--- src/rtl/multicycle_ctrl_pkg.sv ---
// Shared encodings for the multicycle RV32I-subset controller and its datapath:
// FSM state codes, opcodes, ALU op/control codes and mux-select encodings.
package multicycle_ctrl_pkg;

  localparam int unsigned STATE_W = 4;
  typedef logic [STATE_W-1:0] state_t;

  localparam logic [3:0] S_FETCH    = 4'd0;
  localparam logic [3:0] S_DECODE   = 4'd1;
  localparam logic [3:0] S_MEMADR   = 4'd2;
  localparam logic [3:0] S_MEMREAD  = 4'd3;
  localparam logic [3:0] S_MEMWB    = 4'd4;
  localparam logic [3:0] S_MEMWRITE = 4'd5;
  localparam logic [3:0] S_EXECR    = 4'd6;
  localparam logic [3:0] S_EXECI    = 4'd7;
  localparam logic [3:0] S_ALUWB    = 4'd8;
  localparam logic [3:0] S_BEQ      = 4'd9;
  localparam logic [3:0] S_JAL      = 4'd10;
  localparam logic [3:0] S_HALT     = 4'd11;

  localparam logic [6:0] OP_LW  = 7'b0000011;
  localparam logic [6:0] OP_SW  = 7'b0100011;
  localparam logic [6:0] OP_R   = 7'b0110011;
  localparam logic [6:0] OP_I   = 7'b0010011;
  localparam logic [6:0] OP_BEQ = 7'b1100011;
  localparam logic [6:0] OP_JAL = 7'b1101111;

  localparam logic [1:0] ALUOP_ADD  = 2'b00;
  localparam logic [1:0] ALUOP_SUB  = 2'b01;
  localparam logic [1:0] ALUOP_FUNC = 2'b10;

  localparam logic [2:0] ALU_ADD = 3'b000;
  localparam logic [2:0] ALU_SUB = 3'b001;
  localparam logic [2:0] ALU_AND = 3'b010;
  localparam logic [2:0] ALU_OR  = 3'b011;
  localparam logic [2:0] ALU_SLT = 3'b101;

  localparam logic [1:0] RES_ALUOUT  = 2'b00;
  localparam logic [1:0] RES_MEMDATA = 2'b01;
  localparam logic [1:0] RES_ALU     = 2'b10;

  localparam logic [1:0] SRCA_PC    = 2'b00;
  localparam logic [1:0] SRCA_OLDPC = 2'b01;
  localparam logic [1:0] SRCA_RS1   = 2'b10;

  localparam logic [1:0] SRCB_RS2  = 2'b00;
  localparam logic [1:0] SRCB_IMM  = 2'b01;
  localparam logic [1:0] SRCB_FOUR = 2'b10;

  localparam logic [1:0] IMM_I = 2'b00;
  localparam logic [1:0] IMM_S = 2'b01;
  localparam logic [1:0] IMM_B = 2'b10;
  localparam logic [1:0] IMM_J = 2'b11;

endpackage

--- src/rtl/multicycle_ctrl_alu_dec.sv ---
// ALU decoder: maps the FSM's aluOp plus instruction function fields to aluControl.
module mc_alu_dec
  import multicycle_ctrl_pkg::*;
(
  input  logic [1:0] alu_op_i,
  input  logic [2:0] func3_i,
  input  logic       func7_i,
  input  logic       op5_i,
  output logic [2:0] alu_control_o
);

  // funct7[5] only selects sub for R-type; addi ignores it since op[5]=0
  always_comb begin
    alu_control_o = ALU_ADD;
    case (alu_op_i)
      ALUOP_SUB: alu_control_o = ALU_SUB;
      ALUOP_FUNC: begin
        case (func3_i)
          3'b000:  alu_control_o = (op5_i & func7_i) ? ALU_SUB : ALU_ADD;
          3'b010:  alu_control_o = ALU_SLT;
          3'b110:  alu_control_o = ALU_OR;
          3'b111:  alu_control_o = ALU_AND;
          default: alu_control_o = ALU_ADD;
        endcase
      end
      default: alu_control_o = ALU_ADD;
    endcase
  end

endmodule

--- src/rtl/multicycle_ctrl.sv ---
// Moore control FSM for a multicycle RV32I-subset datapath (lw, sw, R, I, beq, jal).
// Define MULTICYCLE_MEM_WAIT_EN to add memReady wait-state handling on memory states.
module multicycle_ctrl
  import multicycle_ctrl_pkg::*;
#(
  parameter bit ILLEGAL_HALT = 1'b1
) (
  input  logic       clk,
  input  logic       reset,
`ifdef MULTICYCLE_MEM_WAIT_EN
  input  logic       memReady,
`endif
  input  logic [6:0] op,
  input  logic [2:0] func3,
  input  logic       func7,
  input  logic       zero,
  output logic       pcWrite,
  output logic       adrSrc,
  output logic       memWrite,
  output logic       irWrite,
  output logic [1:0] resultSrc,
  output logic [1:0] aluSrcA,
  output logic [1:0] aluSrcB,
  output logic       regWrite,
  output logic [2:0] aluControl,
  output logic [1:0] immSrc,
  output logic       instrDone,
  output logic       illegal
);

  state_t     state_q, state_d;
  logic       mem_rdy;
  logic       pc_update, branch, ir_write_en, mem_write_en, reg_write_en, done, halted;
  logic [1:0] alu_op;

`ifdef MULTICYCLE_MEM_WAIT_EN
  assign mem_rdy = memReady;
`else
  assign mem_rdy = 1'b1;
`endif

  always_ff @(posedge clk) begin
    if (reset) state_q <= S_FETCH;
    else       state_q <= state_d;
  end

  // Next-state and per-state datapath controls
  always_comb begin
    state_d      = state_q;
    pc_update    = 1'b0;
    branch       = 1'b0;
    ir_write_en  = 1'b0;
    mem_write_en = 1'b0;
    reg_write_en = 1'b0;
    done         = 1'b0;
    halted       = 1'b0;
    adrSrc       = 1'b0;
    resultSrc    = RES_ALUOUT;
    aluSrcA      = SRCA_PC;
    aluSrcB      = SRCB_RS2;
    alu_op       = ALUOP_ADD;
    case (state_q)
      S_FETCH: begin
        aluSrcB   = SRCB_FOUR;
        resultSrc = RES_ALU;
        if (mem_rdy) begin
          ir_write_en = 1'b1;
          pc_update   = 1'b1;
          state_d     = S_DECODE;
        end
      end
      S_DECODE: begin
        aluSrcA = SRCA_OLDPC;
        aluSrcB = SRCB_IMM;
        case (op)
          OP_LW, OP_SW: state_d = S_MEMADR;
          OP_R:         state_d = S_EXECR;
          OP_I:         state_d = S_EXECI;
          OP_BEQ:       state_d = S_BEQ;
          OP_JAL:       state_d = S_JAL;
          default:      state_d = ILLEGAL_HALT ? S_HALT : S_FETCH;
        endcase
      end
      S_MEMADR: begin
        aluSrcA = SRCA_RS1;
        aluSrcB = SRCB_IMM;
        state_d = (op == OP_SW) ? S_MEMWRITE : S_MEMREAD;
      end
      S_MEMREAD: begin
        adrSrc = 1'b1;
        if (mem_rdy) state_d = S_MEMWB;
      end
      S_MEMWB: begin
        resultSrc    = RES_MEMDATA;
        reg_write_en = 1'b1;
        done         = 1'b1;
        state_d      = S_FETCH;
      end
      S_MEMWRITE: begin
        adrSrc = 1'b1;
        if (mem_rdy) begin
          mem_write_en = 1'b1;
          done         = 1'b1;
          state_d      = S_FETCH;
        end
      end
      S_EXECR: begin
        aluSrcA = SRCA_RS1;
        aluSrcB = SRCB_RS2;
        alu_op  = ALUOP_FUNC;
        state_d = S_ALUWB;
      end
      S_EXECI: begin
        aluSrcA = SRCA_RS1;
        aluSrcB = SRCB_IMM;
        alu_op  = ALUOP_FUNC;
        state_d = S_ALUWB;
      end
      S_ALUWB: begin
        reg_write_en = 1'b1;
        done         = 1'b1;
        state_d      = S_FETCH;
      end
      S_BEQ: begin
        aluSrcA = SRCA_RS1;
        aluSrcB = SRCB_RS2;
        alu_op  = ALUOP_SUB;
        branch  = 1'b1;
        done    = 1'b1;
        state_d = S_FETCH;
      end
      // Jump target was computed into ALUOut during DECODE; ALU now forms the link PC+4
      S_JAL: begin
        aluSrcA   = SRCA_OLDPC;
        aluSrcB   = SRCB_FOUR;
        pc_update = 1'b1;
        state_d   = S_ALUWB;
      end
      S_HALT:  halted = 1'b1;
      default: state_d = S_FETCH;
    endcase
  end

  // Immediate format follows the opcode in every state
  always_comb begin
    case (op)
      OP_SW:   immSrc = IMM_S;
      OP_BEQ:  immSrc = IMM_B;
      OP_JAL:  immSrc = IMM_J;
      default: immSrc = IMM_I;
    endcase
  end

  mc_alu_dec u_alu_dec (
    .alu_op_i      (alu_op),
    .func3_i       (func3),
    .func7_i       (func7),
    .op5_i         (op[5]),
    .alu_control_o (aluControl)
  );

  // Reset is synchronous, so the state may still be mid-instruction: mask every enable
  assign pcWrite   = ~reset & (pc_update | (branch & zero));
  assign irWrite   = ~reset & ir_write_en;
  assign memWrite  = ~reset & mem_write_en;
  assign regWrite  = ~reset & reg_write_en;
  assign instrDone = ~reset & done;
  assign illegal   = ~reset & halted;

endmodule
--- config.mk ---
export PLATFORM = sky130hd
export DESIGN_NAME = multicycle_ctrl
export DESIGN_NICKNAME = d
export VERILOG_FILES = /design/src/rtl/multicycle_ctrl_pkg.sv /design/src/rtl/multicycle_ctrl_alu_dec.sv /design/src/rtl/multicycle_ctrl.sv
export SDC_FILE = /design/constraint.sdc
export NUM_CORES = 1
export LEC_CHECK = 0
export ABC_AREA = 1
export CORE_MARGIN = 2
export CORE_UTILIZATION = 39
export DETAILED_ROUTE_END_ITERATION = 8
export PLACE_DENSITY = 0.85
export SLEW_MARGIN = 10
export SYNTH_ARGS = -nofsm -noshare
export SYNTH_HDL_FRONTEND = slang
export SYNTH_HIERARCHICAL = 1
export SYNTH_SLANG_ARGS = --single-unit
--- constraint.sdc ---
create_clock -name clk -period 3.26 [get_ports clk]
set_input_delay 0.652 -clock clk [delete_from_list [all_inputs] [get_ports clk]]
set_output_delay 0.652 -clock clk [all_outputs]
set_load 0.02 [all_outputs]
# After elaboration in Yosys (flattened, before gate mapping)
# Cells that the tools add are included.
[classes]
eq_ne = 22
n_mux = 19
bitwise_logic = 10
n_reduce_logical = 12
[ops]
columns = ["op", "n"]
rows = [
  ["$pmux 4 s6", 1],
  ["$pmux 4 s5", 1],
  ["$eq 4x3->1 const B", 4],
  ["$eq 4x4->1 const B", 4],
  ["$pmux 2 s2", 4],
  ["$eq 7x6->1 const B", 2],
  ["$eq 7x7->1 const B", 2],
  ["$pmux 3 s4", 1],
  ["$reduce_or 2->1", 6],
  ["$mux 1", 9],
  ["$and 1x1->1", 8],
  ["$eq 4x2->1 const B", 2],
  ["$reduce_or 4->1", 2],
  ["$eq 7x2->1 const B", 1],
  ["$eq 7x5->1 const B", 1],
  ["$eq 3x3->1 const B", 2],
  ["$pmux 2 s3", 1],
  ["$pmux 3 s2", 1],
  ["$reduce_or 3->1", 2],
  ["$eq 4x1->1 const B", 1],
  ["$logic_not 4->1", 1],
  ["$eq 3x2->1 const B", 1],
  ["$logic_not 3->1", 1],
  ["$mux 3", 1],
  ["4 further kinds", 4],
]
[word_totals]
ff_bits = 4
input_bits = 14
output_inout_bits = 18
elab_cells = 64

# Longest topological paths before layout
[logic_depth]
depth_word = 5
depth_mapped = 10

# Modules after synthesis
# Netlist, hierarchy kept.
[by_module_without_submodules]
columns = ["module", "instances", "cells_per_inst", "area_per_inst_um2", "seq_area_each_um2"]
rows = [
  ["multicycle_ctrl", 1, 91, 456.7, 80.1],
  ["mc_alu_dec", 1, 17, 91.3, 0.0],
]

# Worst setup path before layout
# Ideal clock, no wire load.
[synth_path]
kind = "reg2out"
from = "register state_q[3]"
to = "output aluControl[2]"
t_arrival_ns = 1.511
t_required_ns = 2.608
path_slack_ns = 1.097
stages_incl_launch_ff = 10
n_path_buf = 0
path_cell_list = "dfxtp_1 -> inv_2 -> nor2_2 -> inv_2 -> nor2_2 -> inv_1 -> ha_1 -> inv_1 -> nand4_1 -> nor2_1"
[synth_between]
elab_chain_cells = 5
elab_cells_between_ends = 8
[synth_rtl]
columns = ["element", "line_no", "rtl"]
rows = [
  ["start, declared", "multicycle_ctrl.sv:31", "state_t state_q, state_d;"],
  ["start signal, assigned", "multicycle_ctrl.sv:44", "else state_q <= state_d;"],
  ["$eq 4x3->1", "multicycle_ctrl.sv:62", "case (state_q)"],
  ["$reduce_or 2->1 (no line)", "-", ""],
  ["$pmux 2 s2 (*)", "multicycle_ctrl.sv:62", ""],
  ["net alu_op[0]", "multicycle_ctrl.sv:34", "logic [1:0] alu_op;"],
  ["$eq 2x2->1 / $eq 2x1->1 (equally long branches)", "multicycle_ctrl_alu_dec.sv:15", "case (alu_op_i)"],
  ["$pmux 3 s2 (*)", "multicycle_ctrl_alu_dec.sv:15", ""],
  ["end, declared", "multicycle_ctrl.sv:25", "output logic [2:0] aluControl,"],
]
# Mark *: on every way through the listed nets, which the timed path passes. The rest lies on a longest branch.

# Worst setup path after layout
[layout_path]
from = "register state_q[1]"
to = "output aluControl[2]"
# Same word-level chain as after synthesis.

==> metrics.cfg <==
[run_status]
outcome = finished, final reports clean

[detailed_routing]
drtAntennaViolNets = 0
drc = 0
drtIter0Drc = 19
drtPass1Iterations = 3
drt_wl_total_um = 1530
vias = 732
wire_per_inst_um = 9.71
post_drt_via_cell_ratio = 4.66

[critical_path]
cp_max_fo = 6
path_common_cell = inv_1
arrival_ns = 2.28
r2r-end = state_q[0]
path_cells = inv_2, nand2_2, nor2_2, inv_1, ha_1, inv_1, nand4_1, nor2_1, clkdlybuf4s50_1
rr_worst_depth = 7
critical-path-max-stage-delay_ns = 0.61
r2r-start = state_q[1]
required_ns = 2.61
rrSetupSlack_ns = 2.15
cp_slowest_cell = clkdlybuf4s50_1
critical_path_class = flip-flop to primary output
crit_buf_inv = 4
endpoint_kind = primary output
start_kind = flip-flop
path_delay_family = buffers and inverters

[timing]
max-slew-margin-rel = 0.847
fin_crit_sh = 0.900
period_minus_slack_ns = 2.94
setup_viol = 0
fin_ws_ns = 0.325
rsz0062_at_grt = no
worstMarginPinSlew_ns = 0.229
finalClockSkew_ns = 0.000777
fmaxAchievable_ghz = 0.341
finalSetupTns_ns = 0
hold_violations = 0
drv_slew = 0

[power]
p_int_mw = 0.220
swShare = 0.461
clkPwrFrac = 0.155
powerDensity_nw_per_um2 = 453
p_comb_frac = 0.665
ir_drop_v = 0.000320
power_leakage_nw = 0.477
p_seq_frac = 0.180
p_sw_mw = 0.188
total_power_mw = 0.408

[min_path]
hold_start = state_q[1]
min_path_cells = 2
hold_class = flip-flop to flip-flop
min_to = state_q[3]

[cells_and_area]
area_growth_pct = 64.2
n_antenna_cell = 0
largest_reg_flops = 4
nets = 160
regMostFlops = state_q
final_cell_area_um2 = 900
largestRegisters = state_q x4
drive_gt1_frac = 0.120

[die]
fp.dieW_um = 41.5
die_area_um2 = 1720
num_io_pins = 32
rows = 13
die_h_um = 41.5
core_um2 = 1300
start_util = 0.421

[job]
max_cap_viol_count = 0

[cts]
post_cts_resized = 0
clock_sinks = 4
clk_path_buf_depth = 2
cts_hold_buffers = 0
clk_pin_slew_worst_paths_ns = 0.04
htreeDepth = 1
insertion_delay_ns = 0.23
cts_made_buffers = 3
clockRootBuffer = clkbuf_4
cts_setup_buffers = 0
cts_tree = built

[logic_synthesis]
synth-edff-count = 0
syn-num-nets = 124
syn-cell-area_um2 = 548
yosysUniqueCellTypes = 17
synth-async-reset-ratio = 0
synth_seq_area_share = 0.146
synthFlopType = dfxtp_1
syn_inst = 108
yosysWarningCount = 6
avgSynthCellArea_um2 = 5.07
ys_ff_latch = 4
yosysTopAreaCell = nand2_1
yosys-top-cells-area = nand2_1 (22%), dfxtp_1 (15%), inv_1 (13%)
netlist.area_leader.share = 0.219
ys_top_cells_by_count = nand2_1 (32), inv_1 (19), nor2_1 (16), nand3_1 (12)
synth_most_common_cell = nand2_1

[place]
place_ws_ns = 0.390
dp_hpwl_um = 1300
gp_congestion = 0.847
placed_cell_area_um2 = 877
port_buffers = 31

[global_routing]
first_global_vias = 614
antenna_found_initial = 0
grt_max_degree = 7
grt_remaining_overflow = 0
grt_pass1_wl_um = 2470
grt_util_all_layers = 0.176

[power groups by stage]
stage / registers, mW / logic (mW) / clock network, mW
final: 0.0735 / 0.271 / 0.0631
after CTS: 0.0731 / 0.273 / 0.0666
after global routing: 0.0744 / 0.295 / 0.0703
after detailed placement: 0.0738 / 0.271 / 0
after floorplan: 0.0715 / 0.161 / 0
after global placement: 0.0733 / 0.268 / 0
[cells in the final DEF (no fill, tap or decap), drive strengths merged]
cell           synthesis  layout
clkdlybuf4s50          0      31
o21ai                  1       1
a211oi                 1       1
nor3                   1       1
nand3                 12      12
nand4                  1       1
and3                   2       2
ha                     2       2
nand2                 33      33
a21oi                  2       2
nor2                  23      23
clkbuf                 0       3
inv                   25      25
o211ai                 1       1
dfxtp                  4       4
[worst max path at each step]
stage	start	to	slack (ns)	depth (start not counted)
after CTS	state_q[3]	aluControl[2]	0.30	10
after floorplan	state_q[3]	aluControl[2]	1.10	9
after global placement	op[5]	immSrc[0]	0.45	6
after global routing	state_q[3]	aluControl[2]	0.15	10
after detailed placement	op[6]	immSrc[0]	0.39	6
final	state_q[1]	aluControl[2]	0.32	9
[kinds of logic (layout without fill, tap and decap cells)]
kind of cell | Yosys count | count (layout) | synth area share
AOI/OAI and AO/OA | 5 | 5 | 0.0548
adders and majority gates | 2 | 2 | 0.0457
buffers and inverters | 25 | 59 | 0.171
DFF | 4 | 4 | 0.146
and+or+nand+nor | 72 | 72 | 0.582
[per-stage QoR]
stage	hold WS (ns)	instances	util
floorplan	0.495	108	-
global placement	0.532	154	0.674
detailed placement	0.530	154	0.674
CTS	0.537	157	0.691
global route	0.564	157	0.691
finish	0.538	157	0.691
[worst reg2reg max path: stages (launching register included)]
cell and delay, ns:
dfxtp_1 0.35, inv_2 0.13, nand2_2 0.09, nor2_4 0.18, nand3_1 0.10, nand3_1 0.09
nand2_1 0.05, nand2_1 0.06
[layout make-up]
class | count | area, um^2
multi-input combinational | 79 | 374
tap | 15 | 18.8
inverter | 25 | 93.8
timing repair buffer | 31 | 310
sequential | 4 | 80.1
clock buffer | 3 | 22.5
fill | 143 | 402
[routing by layer]
metal | part of all wire | global-route usage | up-vias
li1 | - | - | 394
met1 | 0.46 | 0.204 | 315
met2 | 0.48 | 0.331 | 21
met3 | 0.052 | 0.0304 | 2
met4 | 0.0085 | 0.0387 | 0
met5 | 0 | 0 | -
(Power assumes the default switching activity.)
